--- config.mk ---
export PLATFORM = sky130hd
export DESIGN_NAME = espi_txn_arbiter
export DESIGN_NICKNAME = d
export VERILOG_FILES = /design/src/rtl/espi_arb_pkg.sv /design/src/rtl/espi_rr_picker.sv /design/src/rtl/espi_txn_arbiter.sv
export SDC_FILE = /design/constraint.sdc
export NUM_CORES = 1
export LEC_CHECK = 0
export CAP_MARGIN = 5
export CORE_MARGIN = 2
export CORE_UTILIZATION = 43
export CTS_CLUSTER_SIZE = 30
export DETAILED_ROUTE_END_ITERATION = 7
export PLACE_DENSITY = 0.87
export SKIP_LAST_GASP = 1
export SYNTH_ARGS = -nofsm -noshare
export SYNTH_HDL_FRONTEND = slang
export SYNTH_SLANG_ARGS = --single-unit
--- constraint.sdc ---
create_clock -name clk -period 4.95 [get_ports clk]
set_input_delay 1.2375 -clock clk [delete_from_list [all_inputs] [get_ports clk]]
set_output_delay 1.2375 -clock clk [all_outputs]
set_load 0.02 [all_outputs]
--- src/rtl/espi_arb_pkg.sv ---
// Shared types and default widths for the eSPI transaction arbiter and its helpers.
package espi_arb_pkg;

  typedef enum logic [1:0] {
    IDLE  = 2'd0,
    ISSUE = 2'd1,
    WAIT  = 2'd2,
    RESP  = 2'd3
  } arb_state_e;

  localparam int unsigned ESPI_CMD_W  = 8;
  localparam int unsigned ESPI_DATA_W = 8;

endpackage

--- src/rtl/espi_rr_picker.sv ---
// Combinational round-robin search: first set req bit after last_gnt, with wrap.
module espi_rr_picker
  import espi_arb_pkg::*;
#(
  parameter int unsigned NUM_REQ = 4,
  localparam int unsigned IDX_W = $clog2(NUM_REQ)
) (
  input  logic [NUM_REQ-1:0] req,
  input  logic [IDX_W-1:0]   last_gnt,
  output logic               found,
  output logic [IDX_W-1:0]   idx
);

  int unsigned cand;

  // Walk candidates last_gnt+1 .. last_gnt+NUM_REQ; the first hit wins.
  always_comb begin
    found = 1'b0;
    idx   = '0;
    cand  = 0;
    for (int unsigned i = 1; i <= NUM_REQ; i++) begin
      cand = (32'(last_gnt) + i) % NUM_REQ;
      if (!found && req[IDX_W'(cand)]) begin
        found = 1'b1;
        idx   = IDX_W'(cand);
      end
    end
  end

endmodule

--- src/rtl/espi_txn_arbiter.sv ---
// Round-robin arbiter sharing one eSPI transaction port, one transaction outstanding at a time.
// Optional WAIT watchdog built when ESPI_ARB_TIMEOUT_EN is defined.
module espi_txn_arbiter
  import espi_arb_pkg::*;
#(
  parameter int unsigned NUM_REQ        = 4,
  parameter int unsigned CMD_W          = ESPI_CMD_W,
  parameter int unsigned DATA_W         = ESPI_DATA_W,
  parameter int unsigned TIMEOUT_CYCLES = 1024
) (
  input  logic                      clk,
  input  logic                      reset,
  input  logic [NUM_REQ-1:0]        req,
  input  logic [NUM_REQ*CMD_W-1:0]  req_cmd,
  input  logic [NUM_REQ*DATA_W-1:0] req_wdata,
  output logic [NUM_REQ-1:0]        gnt,
  output logic [NUM_REQ-1:0]        rsp_valid,
  output logic [DATA_W-1:0]         rsp_rdata,
  output logic                      rsp_err,
  output logic                      busy,
  output logic                      start_transaction,
  output logic [CMD_W-1:0]          command,
  output logic [DATA_W-1:0]         write_data,
  input  logic [DATA_W-1:0]         read_data,
  input  logic                      transaction_done
);

  localparam int unsigned IDX_W = $clog2(NUM_REQ);

  if (NUM_REQ < 2 || NUM_REQ > 16 || TIMEOUT_CYCLES < 2) begin : g_param_err
    $error("espi_txn_arbiter: NUM_REQ must be 2..16 and TIMEOUT_CYCLES >= 2");
  end

  arb_state_e         state;
  logic [IDX_W-1:0]   last_gnt;
  logic [IDX_W-1:0]   owner;
  logic [IDX_W-1:0]   pick_idx;
  logic               pick_found;
  logic [CMD_W-1:0]   cmd_slot   [NUM_REQ];
  logic [DATA_W-1:0]  wdata_slot [NUM_REQ];

  for (genvar i = 0; i < NUM_REQ; i++) begin : g_slot
    assign cmd_slot[i]   = req_cmd[i*CMD_W +: CMD_W];
    assign wdata_slot[i] = req_wdata[i*DATA_W +: DATA_W];
  end

  espi_rr_picker #(
    .NUM_REQ (NUM_REQ)
  ) u_picker (
    .req      (req),
    .last_gnt (last_gnt),
    .found    (pick_found),
    .idx      (pick_idx)
  );

`ifdef ESPI_ARB_TIMEOUT_EN
  localparam int unsigned TMO_W = $clog2(TIMEOUT_CYCLES);
  logic [TMO_W-1:0] tmo_cnt;
`else
  assign rsp_err = 1'b0;
`endif

  // Transaction sequencer; gnt/start/rsp_valid are single-cycle pulses.
  always_ff @(posedge clk or posedge reset) begin
    if (reset) begin
      state             <= IDLE;
      last_gnt          <= IDX_W'(NUM_REQ - 1);
      owner             <= '0;
      gnt               <= '0;
      rsp_valid         <= '0;
      rsp_rdata         <= '0;
      busy              <= 1'b0;
      start_transaction <= 1'b0;
      command           <= '0;
      write_data        <= '0;
`ifdef ESPI_ARB_TIMEOUT_EN
      tmo_cnt           <= '0;
      rsp_err           <= 1'b0;
`endif
    end else begin
      gnt               <= '0;
      rsp_valid         <= '0;
      start_transaction <= 1'b0;
`ifdef ESPI_ARB_TIMEOUT_EN
      rsp_err           <= 1'b0;
`endif
      case (state)
        IDLE: begin
          if (pick_found) begin
            owner             <= pick_idx;
            command           <= cmd_slot[pick_idx];
            write_data        <= wdata_slot[pick_idx];
            gnt               <= NUM_REQ'(1) << pick_idx;
            start_transaction <= 1'b1;
            busy              <= 1'b1;
            state             <= ISSUE;
          end
        end
        ISSUE: begin
          last_gnt <= owner;
`ifdef ESPI_ARB_TIMEOUT_EN
          tmo_cnt  <= '0;
`endif
          state    <= WAIT;
        end
        WAIT: begin
          // A done coinciding with watchdog expiry still completes normally.
          if (transaction_done) begin
            rsp_rdata <= read_data;
            rsp_valid <= NUM_REQ'(1) << owner;
            state     <= RESP;
          end
`ifdef ESPI_ARB_TIMEOUT_EN
          else if (tmo_cnt == TMO_W'(TIMEOUT_CYCLES - 1)) begin
            rsp_rdata <= '0;
            rsp_err   <= 1'b1;
            rsp_valid <= NUM_REQ'(1) << owner;
            state     <= RESP;
          end else begin
            tmo_cnt <= tmo_cnt + TMO_W'(1);
          end
`endif
        end
        RESP: begin
          busy  <= 1'b0;
          state <= IDLE;
        end
        default: begin
          busy  <= 1'b0;
          state <= IDLE;
        end
      endcase
    end
  end

endmodule
==> flow_metrics.tcl, run 1 <==
set metrics [dict create \
    yosysWarnings 0 \
    cp_top_family "compound AO/OA/AOI/OAI gates" \
    clock_path_buffers 2 \
    die_h_microns 75.1 \
    skew_ns 0.00407 \
    irDropWorstVdd_mv 0.286 \
    grt_max_degree 41 \
    worstHoldStart "rsp_rdata[2]" \
    wl_microns 6240 \
    cts_setup_buffers 0 \
    drtPass1Iterations 4 \
    drcViolationCount 0 \
    synthToLayoutAreaGrowth_pct 57.8 \
    synth_seq_cells 40 \
    nets 403 \
    cts_sinks 40 \
    synth_fp_nets 295 \
    hold_path_class "reg -> reg" \
    hold_viol_final 0 \
    status "finished clean" \
    holdPathEnd "rsp_rdata[2]" \
    fp.dieW_microns 75.1 \
    grt_pass1_vias 2004 \
    min_period_ns 3.37 \
    max_cap_violations 0 \
    grt_use_total_pct 22.1 \
    worst_pin_slew_ns 1.21 \
    fp.coreArea_sq_um 4790 \
    slowest_delay_ns 0.95 \
    leakage_nw 1.37 \
    r2r-end "write_data[6]" \
    diodes 0 \
    io_pins 114 \
    syn_area_per_cell_sq_um 10.2 \
    place_hpwl_microns 4540 \
    antenna_found_initial 0 \
    muxShareOfSynthArea_pct 5.13 \
    crit_type "in -> reg" \
    drive_gt1_share_pct 11.5 \
    regToRegSetupSlack_ns 2.54 \
    holdBufCountCts 0 \
    seq_area_frac_synth_pct 46.2 \
    required_ns 5.17 \
    crit_cells 6 \
    maxSlewHeadroom_pct 19.1 \
    io_buffers 112 \
    grt_pass1_wl_microns 9410 \
    grt_overflow 0 \
    yosys.area_share.xor_xnor_pct 0 \
    vias_per_cell 5.52 \
    final_util_pct 71.6 \
    fmax_mhz 297 \
    path_max_fanout 17 \
    synth_cell_type_count 39 \
    path_cells "clkdlybuf4s50_1 -> mux2i_1 -> o22ai_1 -> o21ai_0 -> a21oi_1 -> o22a_1" \
    synth_top_family_by_area "compound AO/OA/AOI/OAI gates" \
    cts_tree "yes" \
    insertion_delay_ns 0.29 \
    num_rows 25 \
    yosys.area_share.simple_pct 11.4 \
    ff2ff_path_depth 5 \
    critPathSlowestCell "o22ai_1" \
    gp_congestion 0.853 \
    drt_iter0_drc 111 \
    drtAntennaViolNets 0 \
    cts-resized-gates 0 \
    die_area_sq_um 5630 \
    hold_depth 1 \
    rr_startpoint "last_gnt[1]" \
    synth_area_sq_um 2170 \
    worst-path-buf-inv 1 \
    synth-compound-area-share_pct 29.5 \
    htreeDepth 2 \
    power_density_nw_per_um2 557 \
    cts_made_buffers 5 \
    wl_per_cell_microns 16.1 \
    cp-start-kind "input port" \
    worst-endpoint-arrival_ns 3.59 \
    cp-end-kind "flip-flop" \
    rsz0062_at_grt "no" \
    post-route-period-util_pct 68.1 \
    synth_fa_ha_area_share_pct 2.31 \
    initial_utilization_pct 45.4 \
    synthCells 212 \
    clockRootBuffer "clkbuf_8" \
    clkTransAtPathRegs_ns 0.08 \
    setup_viol 0 \
    slew_violations 0 \
    fillers 363 \
    num_vias 2142 \
    final.setup.tns_ns 0 \
]
[worst max path at each step]
stage	start	to	slack, ns
floorplan	req[3]	command[4]	2.47
global placement	req[3]	command[4]	1.40
detailed placement	req[3]	write_data[0]	1.32
CTS	req[3]	command[4]	1.63
global route	req[3]	write_data[3]	1.41
finish	req[3]	write_data[6]	1.58
[logic make-up (layout without fill, tap and decap cells)]
group | Yosys count | in the layout
buffers and inverters | 22 | 131
other | 1 | 1
AND/OR/NAND/NOR | 50 | 50
multiplexers | 10 | 10
AO/OA/AOI/OAI | 85 | 85
adder cells (fa/ha/maj) | 4 | 4
flip-flops | 40 | 40
[cell type report]
cell class	instances	area (sq um)	area share, %
clock buffer	6	72.6	2.12
clock inverter	2	35.0	1.02
inverter	7	26.3	0.767
sequential	40	1000	29.3
tap	67	83.8	2.45
multi-input combinational	150	1050	30.7
timing repair buffer	116	1150	33.6
[power by group]
part | leakage (nW) | internal, mW | switching, mW
clock | 0.0552 | 0.150 | 0.110
combinational | 0.835 | 0.522 | 0.539
sequential | 0.479 | 0.482 | 0.103
[cell usage in the layout, fill, tap and decap left out, types with 2 or more instances in the layout]
cell type and count:
mux2_2 9, o211ai_1 2, clkdlybuf4s50_1 112, nand2b_1 2, nand3_1 16, o22a_2 5
dfstp_2 2, nor2_1 9, nor3_1 4, and3_1 2, a221o_1 15, inv_1 5
o22a_1 11, clkbuf_8 5, a21oi_2 8, a32oi_1 2, buf_4 4, clkinv_1 2
ha_1 4, dfrtp_1 38, o22ai_1 3, nor3b_1 2, o21ai_0 21, o21bai_1 2
nand2_1 10, a21oi_1 11
[sequential cells by signal (all words and copies together), names as in the netlist]
register and count:
rsp_rdata 8, write_data 8, last_gnt 2, owner 2, gnt 4, command 8
state 2, busy 1, rsp_valid 4, start_transaction 1
[cell usage after synthesis]
| library cell | n | area (sq um) |
|---|---|---|
| mux2_2 | 9 | 101 |
| nor2_1 | 9 | 33.8 |
| inv_1 | 6 | 22.5 |
| a21boi_1 | 1 | 7.51 |
| nand2_1 | 10 | 37.5 |
| or3_1 | 1 | 6.26 |
| and2_1 | 1 | 6.26 |
| buf_6 | 3 | 33.8 |
| a2bb2oi_2 | 1 | 15.0 |
| a21oi_1 | 11 | 55.1 |
| nand2b_1 | 2 | 12.5 |
| nor3_1 | 4 | 20.0 |
| buf_2 | 5 | 25.0 |
| a31oi_1 | 1 | 6.26 |
| dfstp_2 | 2 | 52.6 |
| and4_1 | 1 | 8.76 |
| a32oi_1 | 2 | 17.5 |
| nor2b_1 | 1 | 6.26 |
| clkbuf_1 | 6 | 22.5 |
| o21ai_0 | 21 | 105 |
| clkinv_1 | 1 | 3.75 |
| mux2i_1 | 1 | 10.0 |
| ha_1 | 4 | 50.1 |
| o21bai_1 | 2 | 15.0 |
| o22ai_1 | 3 | 18.8 |
| o22a_2 | 5 | 50.1 |
| nor3b_1 | 2 | 15.0 |
| dfrtp_1 | 38 | 951 |
| buf_4 | 1 | 7.51 |
| conb_1 | 1 | 3.75 |
| a21oi_2 | 8 | 70.1 |
| o21ba_2 | 1 | 10.0 |
| and3_1 | 2 | 12.5 |
| a21o_1 | 1 | 7.51 |
| nand3_1 | 16 | 80.1 |
| a221o_1 | 15 | 150 |
| and3b_1 | 1 | 8.76 |
| o22a_1 | 11 | 96.3 |
| o211ai_1 | 2 | 15.0 |
[metrics by stage]
step                setup WS (ns)  hold WS [ns]  total power, mW  cells  cell area, sq um
floorplan                    2.47         0.472             1.24    212              2170
global placement             1.40         0.488             1.62    380              3320
detailed placement           1.32         0.496             1.65    380              3320
CTS                          1.63         0.514             1.91    388              3420
global route                 1.41         0.525             2.03    388              3420
finish                       1.58         0.510             1.91    388              3420
[per-layer routing]
| metal | share of wire (%) | vias up | GRT usage [%] |
|---|---|---|---|
| met5 | 0 | - | 0 |
| met4 | 1.1 | 0 | 6.55 |
| met3 | 7.1 | 8 | 5.76 |
| met2 | 49 | 84 | 35.8 |
| met1 | 43 | 1036 | 29.4 |
| li1 | - | 1014 | - |
Note: power is estimated with default switching activity, not from simulation.
==> run 2: changes to the inputs <==
- CORE_UTILIZATION: 43 -> 40
- PLACE_DENSITY: 0.87 -> 0.81
- clock period: 4.95 -> 3.3 ns (I/O delays scaled with it)
==> run 2 against run 1 <==
Clock skew barely moved. Global-route usage fell by 0.79 points. Setup slack got worse by 0.99 ns. Design area rose by 1.4%. Core utilization fell by 4.4 points. Critical path depth did not move. Register-to-register slack got worse by 1.2 ns. Critical path type unchanged. Critical endpoint is now write_data[4]. Highest routed layer unchanged.
==> flow_metrics.tcl, run 2 (synthesis results as in run 1) <==
set metrics [dict create \
    status "finished clean" \
    fp.coreArea_sq_um 5170 \
    post-route-period-util_pct 82.2 \
    p_int_mw 1.78 \
    layout_commonest_cell "clkdlybuf4s50_1" \
    rsz0062_at_grt "no" \
    drtAntennaViolNets 0 \
    p_sw_mw 1.14 \
    max_cap_violations 0 \
    p_seq_share_pct 30.0 \
    final.setup.tns_ns 0 \
    fp.dieW_microns 77.7 \
    synthToLayoutAreaGrowth_pct 59.9 \
    antenna_found_initial 0 \
    crit_type "in -> reg" \
    holdBufCountCts 0 \
    die_area_sq_um 6030 \
    drive_gt1_share_pct 12.9 \
    grt_pass1_wl_microns 10200 \
    gp_congestion 0.912 \
    drcViolationCount 0 \
    slowest_delay_ns 0.61 \
    drt_iter0_drc 141 \
    grt_overflow 0 \
    final_util_pct 67.1 \
    fmax_mhz 369 \
    cts_tree "yes" \
    p_comb_share_pct 55.5 \
    grt_use_total_pct 21.4 \
    num_vias 2185 \
    io_pins 114 \
    path_cells "clkdlybuf4s50_1 -> nor2_1 -> o211ai_1 -> nand2_1 -> a221o_1 -> o22a_2" \
    maxSlewHeadroom_pct 36.0 \
    wl_per_cell_microns 16.1 \
    diodes 0 \
    vias_per_cell 5.53 \
    cts_sinks 40 \
    cts-resized-gates 0 \
    cp-end-kind "flip-flop" \
    irDropWorstVdd_mv 0.439 \
    die_h_microns 77.7 \
    required_ns 3.48 \
    power_density_nw_per_um2 843 \
    worst-endpoint-arrival_ns 2.90 \
    hold_viol_final 0 \
    grt_max_degree 29 \
    cts_made_buffers 5 \
    cts_setup_buffers 0 \
    placed_cells 387 \
    wl_microns 6360 \
    pwr-share-clk_pct 14.5 \
    min_period_ns 2.71 \
    hold_path_class "reg -> reg" \
    reg_top3 "command x8, rsp_rdata x8, write_data x8" \
    num_rows 26 \
    slew_violations 0 \
    clock_path_buffers 2 \
    final_cells 395 \
    path_max_fanout 15 \
    skew_ns 0.00394 \
    p_sw_share_pct 39.1 \
    htreeDepth 2 \
    grt_pass1_vias 2125 \
    place_hpwl_microns 4700 \
    cp-start-kind "input port" \
    critPathSlowestCell "clkdlybuf4s50_1" \
    initial_utilization_pct 42.0 \
    nets 407 \
    insertion_delay_ns 0.29 \
    worst_pin_slew_ns 0.954 \
    setup_viol 0 \
    clockRootBuffer "clkbuf_8" \
    clkTransAtPathRegs_ns 0.08 \
    io_buffers 112 \
    leakage_nw 1.39 \
    drtPass1Iterations 4 \
    final_cell_mix "clkdlybuf4s50_1, dfrtp_1, o21ai_0" \
]
[run 2: worst paths after layout]
path,cells after the start,from,end,slack [ns]
min in group asynchronous,2,reset,rsp_rdata[4],0.93
hold / removal,1,rsp_rdata[1],rsp_rdata[1],0.51
setup / recovery,6,req[3],write_data[4],0.59
hold reg to reg,1,rsp_rdata[1],rsp_rdata[1],0.51
max in group asynchronous,3,reset,write_data[3],1.70
setup reg to reg,6,last_gnt[1],command[5],1.32
[run 2: layer usage]
layer / track usage, % / vias up / wire length (microns)
li1: - / 1025 / -
met1: 27.2 / 1026 / 2740
met2: 36.1 / 123 / 3070
met3: 5.00 / 11 / 475
met4: 6.07 / 0 / 80
met5: 0 / - / 0
[run 2: power by group through the flow]
stage / clock network [mW] / logic, mW / registers [mW]
global placement: 0 / 1.59 / 0.874
floorplan: 0 / 0.796 / 1.06
CTS: 0.434 / 1.63 / 0.877
finish: 0.424 / 1.62 / 0.877
global route: 0.457 / 1.76 / 0.905
detailed placement: 0 / 1.63 / 0.883
[run 2: critical path: cells and delay by family]
family	cells	cell delay, ns
simple gates	2	0.56
compound gates	3	0.88
buf+inv	1	0.61
[run 2: metrics by stage]
step / power [mW] / area (sq um) / hold WS [ns] / setup slack (ns)
2_1_floorplan: 1.86 / 2170 / 0.472 / 1.24
3_3_place_gp: 2.47 / 3350 / 0.488 / 0.360
3_5_place_dp: 2.51 / 3350 / 0.495 / 0.317
4_1_cts: 2.94 / 3470 / 0.514 / 0.616
5_1_grt: 3.12 / 3470 / 0.531 / 0.431
6_report: 2.93 / 3470 / 0.507 / 0.586
[run 2: area by class of cell]
class,count,area (sq um)
Fill cell,408,1700
Clock inverter,2,38.8
Tap cell,70,87.6
Inverter,7,26.3
Clock buffer,6,82.6
Timing Repair Buffer,120,1180
Sequential cell,40,1000
Multi-Input combinational cell,150,1050
==> run 3: changes to the inputs <==
- clock period: 3.3 -> 2.65 ns (I/O delays scaled with it)
==> run 3 against run 2 <==
Count of clock-buffer cells in the layout unchanged. Global-route usage grew 0.38 points. First-iteration DRC count down 21%. Sequential power grew 24%. Die area stayed put.
==> flow_metrics.tcl, run 3 (synthesis results as in run 1) <==
set metrics [dict create \
    maxSlewHeadroom_pct 66.2 \
    drtPass1Iterations 4 \
    clock_path_buffers 2 \
    cts_made_buffers 5 \
    die_area_sq_um 6030 \
    initial_utilization_pct 42.0 \
    leakage_nw 1.41 \
    synthToLayoutAreaGrowth_pct 60.9 \
    placed_cells 393 \
    ff2ff_path_depth 6 \
    layout_commonest_cell "clkdlybuf4s50_1" \
    diodes 0 \
    required_ns 2.86 \
    fmax_mhz 444 \
    setup_viol 0 \
    insertion_delay_ns 0.29 \
    grt_max_degree 41 \
    worst_pin_slew_ns 0.507 \
    grt_use_total_pct 21.7 \
    crit_type "in -> reg" \
    min_period_ns 2.25 \
    fp.dieW_microns 77.7 \
    status "finished clean" \
    drive_gt1_share_pct 14.2 \
    io_buffers 112 \
    drtAntennaViolNets 0 \
    hold_viol_final 0 \
    num_rows 26 \
    clockRootBuffer "clkbuf_8" \
    path_max_fanout 17 \
    nets 413 \
    cts_sinks 40 \
    hold_depth 1 \
    antenna_found_initial 0 \
    wl_microns 6340 \
    rr_startpoint "last_gnt[1]" \
    grt_pass1_wl_microns 10400 \
    io_pins 114 \
    gp_congestion 0.936 \
    holdPathEnd "rsp_rdata[1]" \
    cp-start-kind "input port" \
    final_cell_mix "clkdlybuf4s50_1, dfrtp_1, o21ai_0" \
    max_cap_violations 0 \
    htreeDepth 2 \
    clkTransAtPathRegs_ns 0.08 \
    fp.coreArea_sq_um 5170 \
    irDropWorstVdd_mv 0.575 \
    grt_pass1_vias 2142 \
    reg_top3 "command x8, rsp_rdata x8, write_data x8" \
    holdBufCountCts 0 \
    place_hpwl_microns 4690 \
    final_cells 401 \
    worstHoldStart "rsp_rdata[1]" \
    cts_tree "yes" \
    cts-resized-gates 0 \
    skew_ns 0.00613 \
    num_vias 2184 \
    vias_per_cell 5.45 \
    drt_iter0_drc 111 \
    fillers 402 \
    cts_setup_buffers 0 \
    slew_violations 0 \
    cp-end-kind "flip-flop" \
    worst-endpoint-arrival_ns 2.47 \
    die_h_microns 77.7 \
    hold_path_class "reg -> reg" \
    drcViolationCount 0 \
    final.setup.tns_ns 0 \
    r2r-end "write_data[1]" \
    power_density_nw_per_um2 1020 \
    wl_per_cell_microns 15.8 \
    rsz0062_at_grt "no" \
    grt_overflow 0 \
    regToRegSetupSlack_ns 0.79 \
    post-route-period-util_pct 84.9 \
]
## run 3: report_power, final
group          internal, mW  leakage, nW  switching (mW)
clock                 0.184       0.0412           0.221
sequential            0.900        0.479           0.194
combinational          1.06        0.889            1.01
total                  2.14         1.41            1.43
## run 3: routing by layer
layer	vias up	global-route usage, %	wire length [microns]
li1	1034	-	-
met1	1040	29.2	2760
met2	106	35.4	3050
met3	4	5.12	502
met4	0	5.36	39
met5	-	0	0
## run 3: critical path: stages
cell,delay (ns)
clkdlybuf4s50_1,0.60
nor2b_1,0.32
o21ba_2,0.40
o21ai_0,0.14
a21o_1,0.19
a31oi_1,0.16
## run 3: area by class of cell
type | count | area (sq um) | share of cell area (%)
tap | 70 | 87.6 | 2.51
clock buffer | 6 | 72.6 | 2.08
timing repair buffer | 126 | 1240 | 35.5
sequential | 40 | 1000 | 28.7
multi-input combinational | 150 | 1050 | 30.1
inverter | 7 | 26.3 | 0.752
clock inverter | 2 | 12.5 | 0.358
## run 3: worst max-delay path by stage
stage | startpoint | cells after the start | endpoint
after floorplan | req[3] | 6 | command[4]
after CTS | req[1] | 6 | command[5]
after global routing | req[1] | 6 | write_data[6]
after detailed placement | req[1] | 6 | command[5]
after global placement | req[1] | 6 | command[5]
final | req[1] | 6 | command[5]
## run 3: metrics by stage
| stage | worst slack (ns) | power [mW] | instance area, sq um | utilization [%] | hold WS (ns) |
|---|---|---|---|---|---|
| 6_report | 0.399 | 3.57 | 3490 | 67.5 | 0.507 |
| 5_1_grt | 0.223 | 3.82 | 3490 | 67.5 | 0.532 |
| 4_1_cts | 0.412 | 3.60 | 3490 | 67.5 | 0.511 |
| 3_5_place_dp | 0.119 | 3.18 | 3410 | 65.9 | 0.492 |
| 3_3_place_gp | 0.113 | 3.13 | 3410 | 65.9 | 0.489 |
| 2_1_floorplan | 0.749 | 2.31 | 2170 | - | 0.472 |
